### src/rtl/vga_sync_gen_pkg.sv
// Default 640x480@60 VGA timing constants, derived totals, sync window bounds
// and the sync polarity encoding shared by the sync generator and its users.
package vga_timing_pkg;

  // Pixel coordinates are 10 bits wide, so line and frame totals cap at 1024.
  localparam int COORD_W     = 10;
  localparam int COORD_LIMIT = 1 << COORD_W;
  typedef logic [COORD_W-1:0] coord_t;

  // Sync polarity encoding: the value is the level driven while sync is asserted.
  localparam bit SYNC_ACTIVE_LOW  = 1'b0;
  localparam bit SYNC_ACTIVE_HIGH = 1'b1;

  // 50 MHz system clock divided down to the 25 MHz pixel rate.
  localparam int DEF_CLK_DIV = 2;

  // Horizontal timing, in pixels.
  localparam int DEF_H_DISPLAY = 640;
  localparam int DEF_H_FP      = 16;
  localparam int DEF_H_SYNC    = 96;
  localparam int DEF_H_BP      = 48;
  localparam int DEF_H_TOTAL   = DEF_H_DISPLAY + DEF_H_FP + DEF_H_SYNC + DEF_H_BP;

  // Vertical timing, in lines.
  localparam int DEF_V_DISPLAY = 480;
  localparam int DEF_V_FP      = 10;
  localparam int DEF_V_SYNC    = 2;
  localparam int DEF_V_BP      = 33;
  localparam int DEF_V_TOTAL   = DEF_V_DISPLAY + DEF_V_FP + DEF_V_SYNC + DEF_V_BP;

  // Inclusive sync windows for the default mode (656..751 and 490..491).
  localparam int DEF_HS_START = DEF_H_DISPLAY + DEF_H_FP;
  localparam int DEF_HS_END   = DEF_HS_START + DEF_H_SYNC - 1;
  localparam int DEF_VS_START = DEF_V_DISPLAY + DEF_V_FP;
  localparam int DEF_VS_END   = DEF_VS_START + DEF_V_SYNC - 1;

  // True when v lies in the inclusive range lo..hi.
  function automatic logic in_window(input coord_t v, input coord_t lo, input coord_t hi);
    return (v >= lo) && (v <= hi);
  endfunction

  // Pin level for a sync signal given whether it is asserted and its polarity.
  function automatic logic sync_level(input logic active, input logic pol);
    return active ? pol : ~pol;
  endfunction

endpackage

### src/rtl/vga_sync_gen_if.sv
// Timing bundle produced by the VGA sync generator and consumed by the
// graphics stage that picks a colour for each pixel.
interface vga_sync_gen_if;
  import vga_timing_pkg::*;

  logic   p_tick;
  coord_t pixel_x;
  coord_t pixel_y;
  logic   video_on;
  logic   hsync;
  logic   vsync;
  logic   frame_tick;

  // The timing generator drives the bundle.
  modport master (
    output p_tick, pixel_x, pixel_y, video_on, hsync, vsync, frame_tick
  );

  // Graphics/animation logic observes it.
  modport slave (
    input p_tick, pixel_x, pixel_y, video_on, hsync, vsync, frame_tick
  );

endinterface

### src/rtl/vga_sync_gen_pixel_tick_div.sv
// Mod-CLK_DIV enable generator: tick is high on the last system clock of each
// pixel period. With CLK_DIV=1 the counter is pinned at 0 and tick stays high.
module pixel_tick_div #(
  parameter int CLK_DIV = 2
) (
  input  logic clk,
  input  logic rst,
  output logic tick
);

  localparam int CNT_W = (CLK_DIV > 1) ? $clog2(CLK_DIV) : 1;
  typedef logic [CNT_W-1:0] cnt_t;
  localparam cnt_t LAST = cnt_t'(CLK_DIV - 1);

  cnt_t div_cnt;

  // Divider counter: 0..CLK_DIV-1, wrapping, cleared by reset.
  // NOTE: sequential state uses non-blocking assignments so every register
  // samples pre-edge values regardless of statement order.
  always_ff @(posedge clk) begin
    if (rst) begin
      div_cnt <= '0;
    end else if (div_cnt == LAST) begin
      div_cnt <= '0;
    end else begin
      div_cnt <= div_cnt + 1'b1;
    end
  end

  // Decoded from the register so the enable is glitch-free and reset-coherent.
  assign tick = (div_cnt == LAST);

endmodule

### src/rtl/vga_sync_gen.sv
// VGA timing generator: pixel-rate enable, horizontal/vertical counters,
// registered sync/blanking outputs and a once-per-frame tick at the start of
// vertical blanking. All outputs are registered from the next-state counters
// so they line up with pixel_x/pixel_y on the same clock.
module vga_sync_gen
  import vga_timing_pkg::*;
#(
  parameter int CLK_DIV   = DEF_CLK_DIV,
  parameter int H_DISPLAY = DEF_H_DISPLAY,
  parameter int H_FP      = DEF_H_FP,
  parameter int H_SYNC    = DEF_H_SYNC,
  parameter int H_BP      = DEF_H_BP,
  parameter int V_DISPLAY = DEF_V_DISPLAY,
  parameter int V_FP      = DEF_V_FP,
  parameter int V_SYNC    = DEF_V_SYNC,
  parameter int V_BP      = DEF_V_BP,
  parameter bit SYNC_POL  = SYNC_ACTIVE_LOW
) (
  input logic            clk,
  input logic            rst,
  vga_sync_gen_if.master vga
);

  localparam int H_TOTAL = H_DISPLAY + H_FP + H_SYNC + H_BP;
  localparam int V_TOTAL = V_DISPLAY + V_FP + V_SYNC + V_BP;

  // Configurations the 10-bit counters cannot represent are rejected up front.
  if (CLK_DIV < 1) begin : g_bad_clk_div
    $error("vga_sync_gen: CLK_DIV must be at least 1");
  end
  if (H_TOTAL > COORD_LIMIT || H_TOTAL < 1) begin : g_bad_h_total
    $error("vga_sync_gen: H_TOTAL must be in 1..1024");
  end
  if (V_TOTAL > COORD_LIMIT || V_TOTAL < 1) begin : g_bad_v_total
    $error("vga_sync_gen: V_TOTAL must be in 1..1024");
  end

  localparam coord_t X_LAST = coord_t'(H_TOTAL - 1);
  localparam coord_t Y_LAST = coord_t'(V_TOTAL - 1);
  localparam coord_t X_VIS  = coord_t'(H_DISPLAY);
  localparam coord_t Y_VIS  = coord_t'(V_DISPLAY);
  localparam coord_t HS_LO  = coord_t'(H_DISPLAY + H_FP);
  localparam coord_t HS_HI  = coord_t'(H_DISPLAY + H_FP + H_SYNC - 1);
  localparam coord_t VS_LO  = coord_t'(V_DISPLAY + V_FP);
  localparam coord_t VS_HI  = coord_t'(V_DISPLAY + V_FP + V_SYNC - 1);

  logic   p_tick;
  coord_t pixel_x;
  coord_t pixel_y;
  coord_t x_next;
  coord_t y_next;
  logic   video_on;
  logic   hsync;
  logic   vsync;
  logic   frame_tick;

  pixel_tick_div #(
    .CLK_DIV(CLK_DIV)
  ) u_tick_div (
    .clk (clk),
    .rst (rst),
    .tick(p_tick)
  );

  // Next pixel position: advance on p_tick, wrap the line, then the frame.
  // NOTE: x_next/y_next get a default before any branch so every path assigns
  // them and no latch is inferred.
  always_comb begin
    x_next = pixel_x;
    y_next = pixel_y;
    if (p_tick) begin
      if (pixel_x == X_LAST) begin
        x_next = '0;
        y_next = (pixel_y == Y_LAST) ? coord_t'(0) : pixel_y + 1'b1;
      end else begin
        x_next = pixel_x + 1'b1;
      end
    end
  end

  // Counters and decoded outputs, all taken from the next position so they
  // stay coherent; reset parks on the last pixel of the frame.
  always_ff @(posedge clk) begin
    if (rst) begin
      pixel_x    <= X_LAST;
      pixel_y    <= Y_LAST;
      video_on   <= 1'b0;
      hsync      <= sync_level(1'b0, SYNC_POL);
      vsync      <= sync_level(1'b0, SYNC_POL);
      frame_tick <= 1'b0;
    end else begin
      pixel_x    <= x_next;
      pixel_y    <= y_next;
      video_on   <= (x_next < X_VIS) && (y_next < Y_VIS);
      hsync      <= sync_level(in_window(x_next, HS_LO, HS_HI), SYNC_POL);
      vsync      <= sync_level(in_window(y_next, VS_LO, VS_HI), SYNC_POL);
      // Only the advancing edge into (0,V_DISPLAY) fires; the hold clocks of
      // that pixel see p_tick low and clear it again.
      frame_tick <= p_tick && (x_next == '0) && (y_next == Y_VIS);
    end
  end

  assign vga.p_tick     = p_tick;
  assign vga.pixel_x    = pixel_x;
  assign vga.pixel_y    = pixel_y;
  assign vga.video_on   = video_on;
  assign vga.hsync      = hsync;
  assign vga.vsync      = vsync;
  assign vga.frame_tick = frame_tick;

endmodule

### src/flat_wrapper.sv
// flat-port wrapper written by rule: the top's interface ports become plain ports
module vga_sync_gen_flat import vga_timing_pkg::*;
#(
  parameter int CLK_DIV   = DEF_CLK_DIV,
  parameter int H_DISPLAY = DEF_H_DISPLAY,
  parameter int H_FP      = DEF_H_FP,
  parameter int H_SYNC    = DEF_H_SYNC,
  parameter int H_BP      = DEF_H_BP,
  parameter int V_DISPLAY = DEF_V_DISPLAY,
  parameter int V_FP      = DEF_V_FP,
  parameter int V_SYNC    = DEF_V_SYNC,
  parameter int V_BP      = DEF_V_BP,
  parameter bit SYNC_POL  = SYNC_ACTIVE_LOW
)
  (clk, rst, vga_p_tick, vga_pixel_x, vga_pixel_y, vga_video_on, vga_hsync, vga_vsync, vga_frame_tick);
  vga_sync_gen_if vga_i ();
  input logic clk;
  input logic rst;
  output wire logic [$bits(vga_i.p_tick)-1:0] vga_p_tick;
  output wire logic [$bits(vga_i.pixel_x)-1:0] vga_pixel_x;
  output wire logic [$bits(vga_i.pixel_y)-1:0] vga_pixel_y;
  output wire logic [$bits(vga_i.video_on)-1:0] vga_video_on;
  output wire logic [$bits(vga_i.hsync)-1:0] vga_hsync;
  output wire logic [$bits(vga_i.vsync)-1:0] vga_vsync;
  output wire logic [$bits(vga_i.frame_tick)-1:0] vga_frame_tick;
  assign vga_p_tick = vga_i.p_tick;
  assign vga_pixel_x = vga_i.pixel_x;
  assign vga_pixel_y = vga_i.pixel_y;
  assign vga_video_on = vga_i.video_on;
  assign vga_hsync = vga_i.hsync;
  assign vga_vsync = vga_i.vsync;
  assign vga_frame_tick = vga_i.frame_tick;
  vga_sync_gen #(.CLK_DIV(CLK_DIV), .H_DISPLAY(H_DISPLAY), .H_FP(H_FP), .H_SYNC(H_SYNC), .H_BP(H_BP), .V_DISPLAY(V_DISPLAY), .V_FP(V_FP), .V_SYNC(V_SYNC), .V_BP(V_BP), .SYNC_POL(SYNC_POL)) u_core (.clk(clk), .rst(rst), .vga(vga_i));
endmodule
### config.mk
export PLATFORM = sky130hd
export DESIGN_NAME = vga_sync_gen_flat
export DESIGN_NICKNAME = d
export VERILOG_FILES = /design/src/rtl/vga_sync_gen_pkg.sv /design/src/rtl/vga_sync_gen_if.sv /design/src/rtl/vga_sync_gen_pixel_tick_div.sv /design/src/rtl/vga_sync_gen.sv /design/src/flat_wrapper.sv
export SDC_FILE = /design/constraint.sdc
export NUM_CORES = 1
export LEC_CHECK = 0
export ABC_AREA = 0
export BUFFER_PORTS_ARGS = -buffer_cell sky130_fd_sc_hd__buf_2
export CORE_MARGIN = 4
export CORE_UTILIZATION = 35
export DETAILED_ROUTE_END_ITERATION = 7
export PLACE_DENSITY = 0.56
export SYNTH_ARGS = -nofsm -noshare
export SYNTH_HDL_FRONTEND = slang
export SYNTH_HIERARCHICAL = 1
export SYNTH_SLANG_ARGS = --single-unit
### constraint.sdc
create_clock -name clk -period 1.9 [get_ports clk]
set_input_delay 0 -clock clk [delete_from_list [all_inputs] [get_ports clk]]
set_output_delay 0 -clock clk [all_outputs]
set_load 0.03 [all_outputs]
[Word level (Yosys, flattened, before mapping)]
Index checks and enable logic that the tools add are counted.
Word-level totals
  bits of input ports: 2
  output and inout port bits: 25
  bits in registers: 25
Cells by class
  mux-type cells: 7
  eq/ne operators: 3
  magnitude comparators: 6
  add/subtract/negate cells: 3
  reductions and logical operators: 7
Operator list (number)
  $mux W10: 5
  $add A10 B1 Y10 const B: 2
  $eq A10 B10 Y1 const B: 2
  $eq A10 B9 Y1 const B: 1
  $ge A10 B10 Y1 const B: 1
  $ge A10 B9 Y1 const B: 1
  $le A10 B10 Y1 const B: 1
  $le A10 B9 Y1 const B: 1
  $logic_not A10 Y1: 1
  $lt A10 B10 Y1 const B: 1
  $lt A10 B9 Y1 const B: 1
  $logic_and A1 B1 Y1: 5
  $mux W1: 2
  $reduce_or A2 Y1: 1
  $add A1 B1 Y1 const B: 1

[Longest topological paths before layout]
  depth in word-level cells: 7
  depth in mapped cells: 8
  gate-level depth less buffers: 7

[Cells and area by module]
Netlist, hierarchy kept.
By module, submodules not included
  vga_sync_gen: times used 1, area each 1559.0 sq um, sequential area each 480.5 sq um, cells each 192
  pixel_tick_div: times used 1, area each 23.8 sq um, sequential area each 20.0 sq um, cells each 2

[Least setup slack after synthesis]
Ideal clock, no wire load.
  path kind: register -> register
  start: register u_core.pixel_y[0] (netlist: u_core/vga.pixel_y[0])
  end: register u_core.frame_tick (netlist: u_core/vga.frame_tick)
  cell stages (with the launch flop): 7
  arrival time: 2.070 ns
  required time: 1.839 ns
  setup slack: -0.231 ns
  cells stage by stage: dfxtp_1 -> ha_1 -> nand3_1 -> or2_2 -> or3_1 -> a211oi_2 -> and4_1
Between the ends
  cells in the longest elaborated chain, start to end: 6
RTL lines
  start, declared: RTL line vga_sync_gen.sv:49  | coord_t pixel_y;
  start signal, assigned: RTL line vga_sync_gen.sv:93  | pixel_y <= y_next;
  $add A10 B1 Y10 / $eq A10 B10 Y1 (equally long branches): RTL line vga_sync_gen.sv:74  | y_next = (pixel_y == Y_LAST) ? coord_t'(0) : pixel_y + 1'b1;
  $mux W10: RTL line vga_sync_gen.sv:74
  $mux W10: RTL line vga_sync_gen.sv:72  | if (pixel_x == X_LAST) begin
  $mux W10 *: RTL line vga_sync_gen.sv:71  | if (p_tick) begin
  $eq A10 B9 Y1 *: RTL line vga_sync_gen.sv:99  | frame_tick <= p_tick && (x_next == '0) && (y_next == Y_VIS);
  $logic_and A1 B1 Y1 *: RTL line vga_sync_gen.sv:99
  end signal, assigned: RTL line vga_sync_gen.sv:99
  end, declared: RTL line vga_sync_gen.sv:55  | logic frame_tick;
Every way passes the cells marked *; elsewhere a longest branch is shown, timed or not.
A chain may end at the register's enable or synchronous reset.

[Final worst setup path]
  start: register u_core.pixel_x[0] (netlist: u_core/vga.pixel_x[0])
  end: register u_core.frame_tick (netlist: u_core/vga.frame_tick)
Between the ends
  cells in the longest elaborated chain, start to end: 6
RTL lines
  start, declared: RTL line vga_sync_gen.sv:48  | coord_t pixel_x;
  start signal, assigned: RTL line vga_sync_gen.sv:92  | pixel_x <= x_next;
  $add A10 B1 Y10 / $eq A10 B10 Y1 (equally long branches): RTL line vga_sync_gen.sv:76, vga_sync_gen.sv:72
  $mux W10: RTL line vga_sync_gen.sv:72
  $mux W10: RTL line vga_sync_gen.sv:71
  $logic_not A10 Y1: RTL line vga_sync_gen.sv:99
  $logic_and A1 B1 Y1: RTL line vga_sync_gen.sv:99
  $logic_and A1 B1 Y1 *: RTL line vga_sync_gen.sv:99
Marked as above.

==> run_results.csv <==
group,metric,value,unit
global_route,grt_usage,0.160,
global_route,grt_pass1_wl,6.93,mm
final_layout,drive_gt1_frac,0.369,
final_layout,diodes,0,
job,drv_cap,0,
placed_design,post-place-cells,284,
route,routed_wl,4.26,mm
die,initial_core_util,0.364,
logic_synthesis,syn_nets,199,
route,ant_nets,0,
die,die_area,0.00566,mm^2
sta,slew_headroom,0.732,
route,dr.pass1.iters,4,
sta,maxSlewViolCount,0,
die,ios,27,
logic_synthesis,synth-seq-cells,25,
sta,rsz0062_at_grt,"false",
die,coreArea,0.00435,mm^2
placed_design,dp_slack,-0.00501,ns
worst_setup_path,startpoint_type,"flop",
worst_setup_path,critPathArrivalTime,2.00,ns
logic_synthesis,async_flop_share,0,
final_layout,finalCoreUtilization,0.460,
cts,cts_num_sinks,25,
logic_synthesis,netlist_area,0.00158,mm^2
worst_setup_path,cp_max_fo,5,
logic_synthesis,synth.yosys.seq_area_share,0.316,
logic_synthesis,synth_edf_count,0,
cts,cts.clk_slew.worst_paths,0.09,ns
sta,fin_crit,1.78,ns
final_layout,layout.cells.non_filler,288,
logic_synthesis,yosysTopAreaCellShare,0.316,
global_route,antenna_found_initial,0,
sta,skew,0.00286,ns
worst_setup_path,end_kind,"flop",
route,post-route-drc-count,0,
logic_synthesis,synthTopCellsByArea,"dfxtp_1 (32%), nor2_1 (4.0%), xnor2_1 (3.9%)",
power_and_ir_drop,power_leakage,0.791,nW
power_and_ir_drop,ir_drop,0.000308,V
cts,cts-htree-levels,1,
worst_hold_path,hp-class,"in -> reg",
logic_synthesis,synthFlopType,"dfxtp_1",
global_route,grt_max_degree,22,
logic_synthesis,syn_inst,194,
cts,cts.path.max_buffers,2,
global_route,overflow,0,
sta,period_share,0.937,
cts,ctsHoldBuffers,0,
sta,hold_violations,0,
cts,cts_tree,"done",
cts,clk-insertion-delay-late,0.27,ns
sta,setup_tns,0,ns
sta,timing.final.ws_setup,0.120,ns
final_layout,fin_nets,242,
die,die_height,75.2,um
power_and_ir_drop,power_density,743,mW/mm^2
worst_setup_path,worstSetupPathType,"reg -> reg",
placed_design,gp_congestion,0.825,
cts,cts_buffers,3,
route,avgRoutedWirePerCell,14.8,um
outcome,status,"finished clean",
sta,tightest_slew,0.399,ns
route,drtIter0Drc,119,
worst_setup_path,required,2.12,ns
logic_synthesis,ys_types,52,
sta,setup_viol,0,
final_layout,areaGrowthSynthToFinish,26.5,%
placed_design,dp_hpwl,3.19,mm
global_route,grt_pass1_vias,1378,
logic_synthesis,post-synth-top-area-cell,"dfxtp_1",
route,vias_per_cell,5.40,
cts,root_buffer,"clkbuf_8",
route,dr_total_vias,1554,
logic_synthesis,yosysWarnings,6,
placed_design,port_buffers,26,
sta,timing.fmax,562,MHz
cts,postCtsSetupBuffers,0,
die,fp.dieW,75.2,um
logic_synthesis,avgSynthCellArea,8.16,um^2
die,row_count,24,
sequential cells by signal, summed over array words and instances (netlist names):
register and cells:
u_core/u_tick_div/tick 1, u_core/vga.frame_tick 1, u_core/vga.hsync 1, u_core/vga.pixel_x 10
u_core/vga.pixel_y 10, u_core/vga.video_on 1, u_core/vga.vsync 1
layer usage:
metal | track usage | vias to the layer above | routed length [um]
li1 | - | 788 | -
met1 | 0.237 | 730 | 2070
met5 | 0 | - | 0
met2 | 0.250 | 34 | 2000
met3 | 0.0120 | 2 | 141
met4 | 0.0466 | 0 | 40
cells in the final DEF, fill, tap and decap left out, drive strengths merged, types with 7 or more instances in the layout:
cell type  count
a21oi         11
buf           53
dfxtp         25
inv            9
nand2         12
nand3         10
nor2          17
nor3          11
o21ai         10
xnor2          7
worst max-delay path, stage by stage (launching register included):
cell,delay [ns]
dfxtp_4,0.35
ha_2,0.22
and2_4,0.18
nand4_4,0.11
or3_4,0.41
a211oi_4,0.25
and4_1,0.21
worst paths after layout:
| kind | startpoint | to | slack (ns) | cells after the start |
|---|---|---|---|---|
| max | u_core/vga.pixel_x[0]$_SDFF_PP1_ | u_core/vga.frame_tick$_SDFF_PP0_ | 0.12 | 6 |
| min reg2reg | u_core/u_tick_div/tick$_SDFF_PP0_ | u_core/u_tick_div/tick$_SDFF_PP0_ | 0.53 | 1 |
| min | rst | u_core/u_tick_div/tick$_SDFF_PP0_ | 0.13 | 2 |
| max reg2reg | u_core/vga.pixel_x[0]$_SDFF_PP1_ | u_core/vga.frame_tick$_SDFF_PP0_ | 0.12 | 6 |
synthesized netlist by cell type, types with 3 or more instances:
cell type	number
a21o_1	4
a21oi_1	11
a31oi_1	5
and3_1	3
and4_1	3
buf_2	5
buf_6	4
dfxtp_1	25
ha_1	3
inv_1	9
nand2_1	11
nand3_1	10
nand4_1	4
nor2_1	17
nor2b_1	3
nor3_1	10
nor4_1	6
o21ai_0	10
xnor2_1	7
area by class of cell:
cell class	instances	area, um^2
tap	52	65.1
fill	448	2350
multi-input combinational	145	992
sequential	25	520
timing repair buffer	53	345
inverter	9	33.8
clock buffer	4	45.0
through the flow:
| step | area (um^2) | power (mW) | hold slack [ns] |
|---|---|---|---|
| finish | 2000 | 1.49 | 0.126 |
| global route | 2000 | 1.59 | 0.155 |
| CTS | 1950 | 1.47 | 0.124 |
| detailed placement | 1910 | 1.15 | 0.404 |
| global placement | 1910 | 1.15 | 0.405 |
| floorplan | 1600 | 0.997 | 0.0667 |
power breakdown:
group	internal (mW)	switching, mW	total (mW)
logic	0.231	0.325	0.556
registers	0.560	0.0432	0.603
clock network	0.150	0.179	0.329
cells by family after synthesis:
kind of cell | Yosys count | synth area share
and+or+nand+nor | 86 | 0.320
muxes | 2 | 0.0126
DFF | 25 | 0.316
xor gates and xnor gates | 8 | 0.0443
buffers and inverters | 24 | 0.0885
AOI/OAI and AO/OA | 46 | 0.194
adders and majority gates | 3 | 0.0237
timing repair:
action	4_1_cts	5_1_grt
pin swaps	0	3
resized for setup	1	13
endpoints found under the setup margin	3	7
Note: power is estimated with default switching activity, not from simulation.
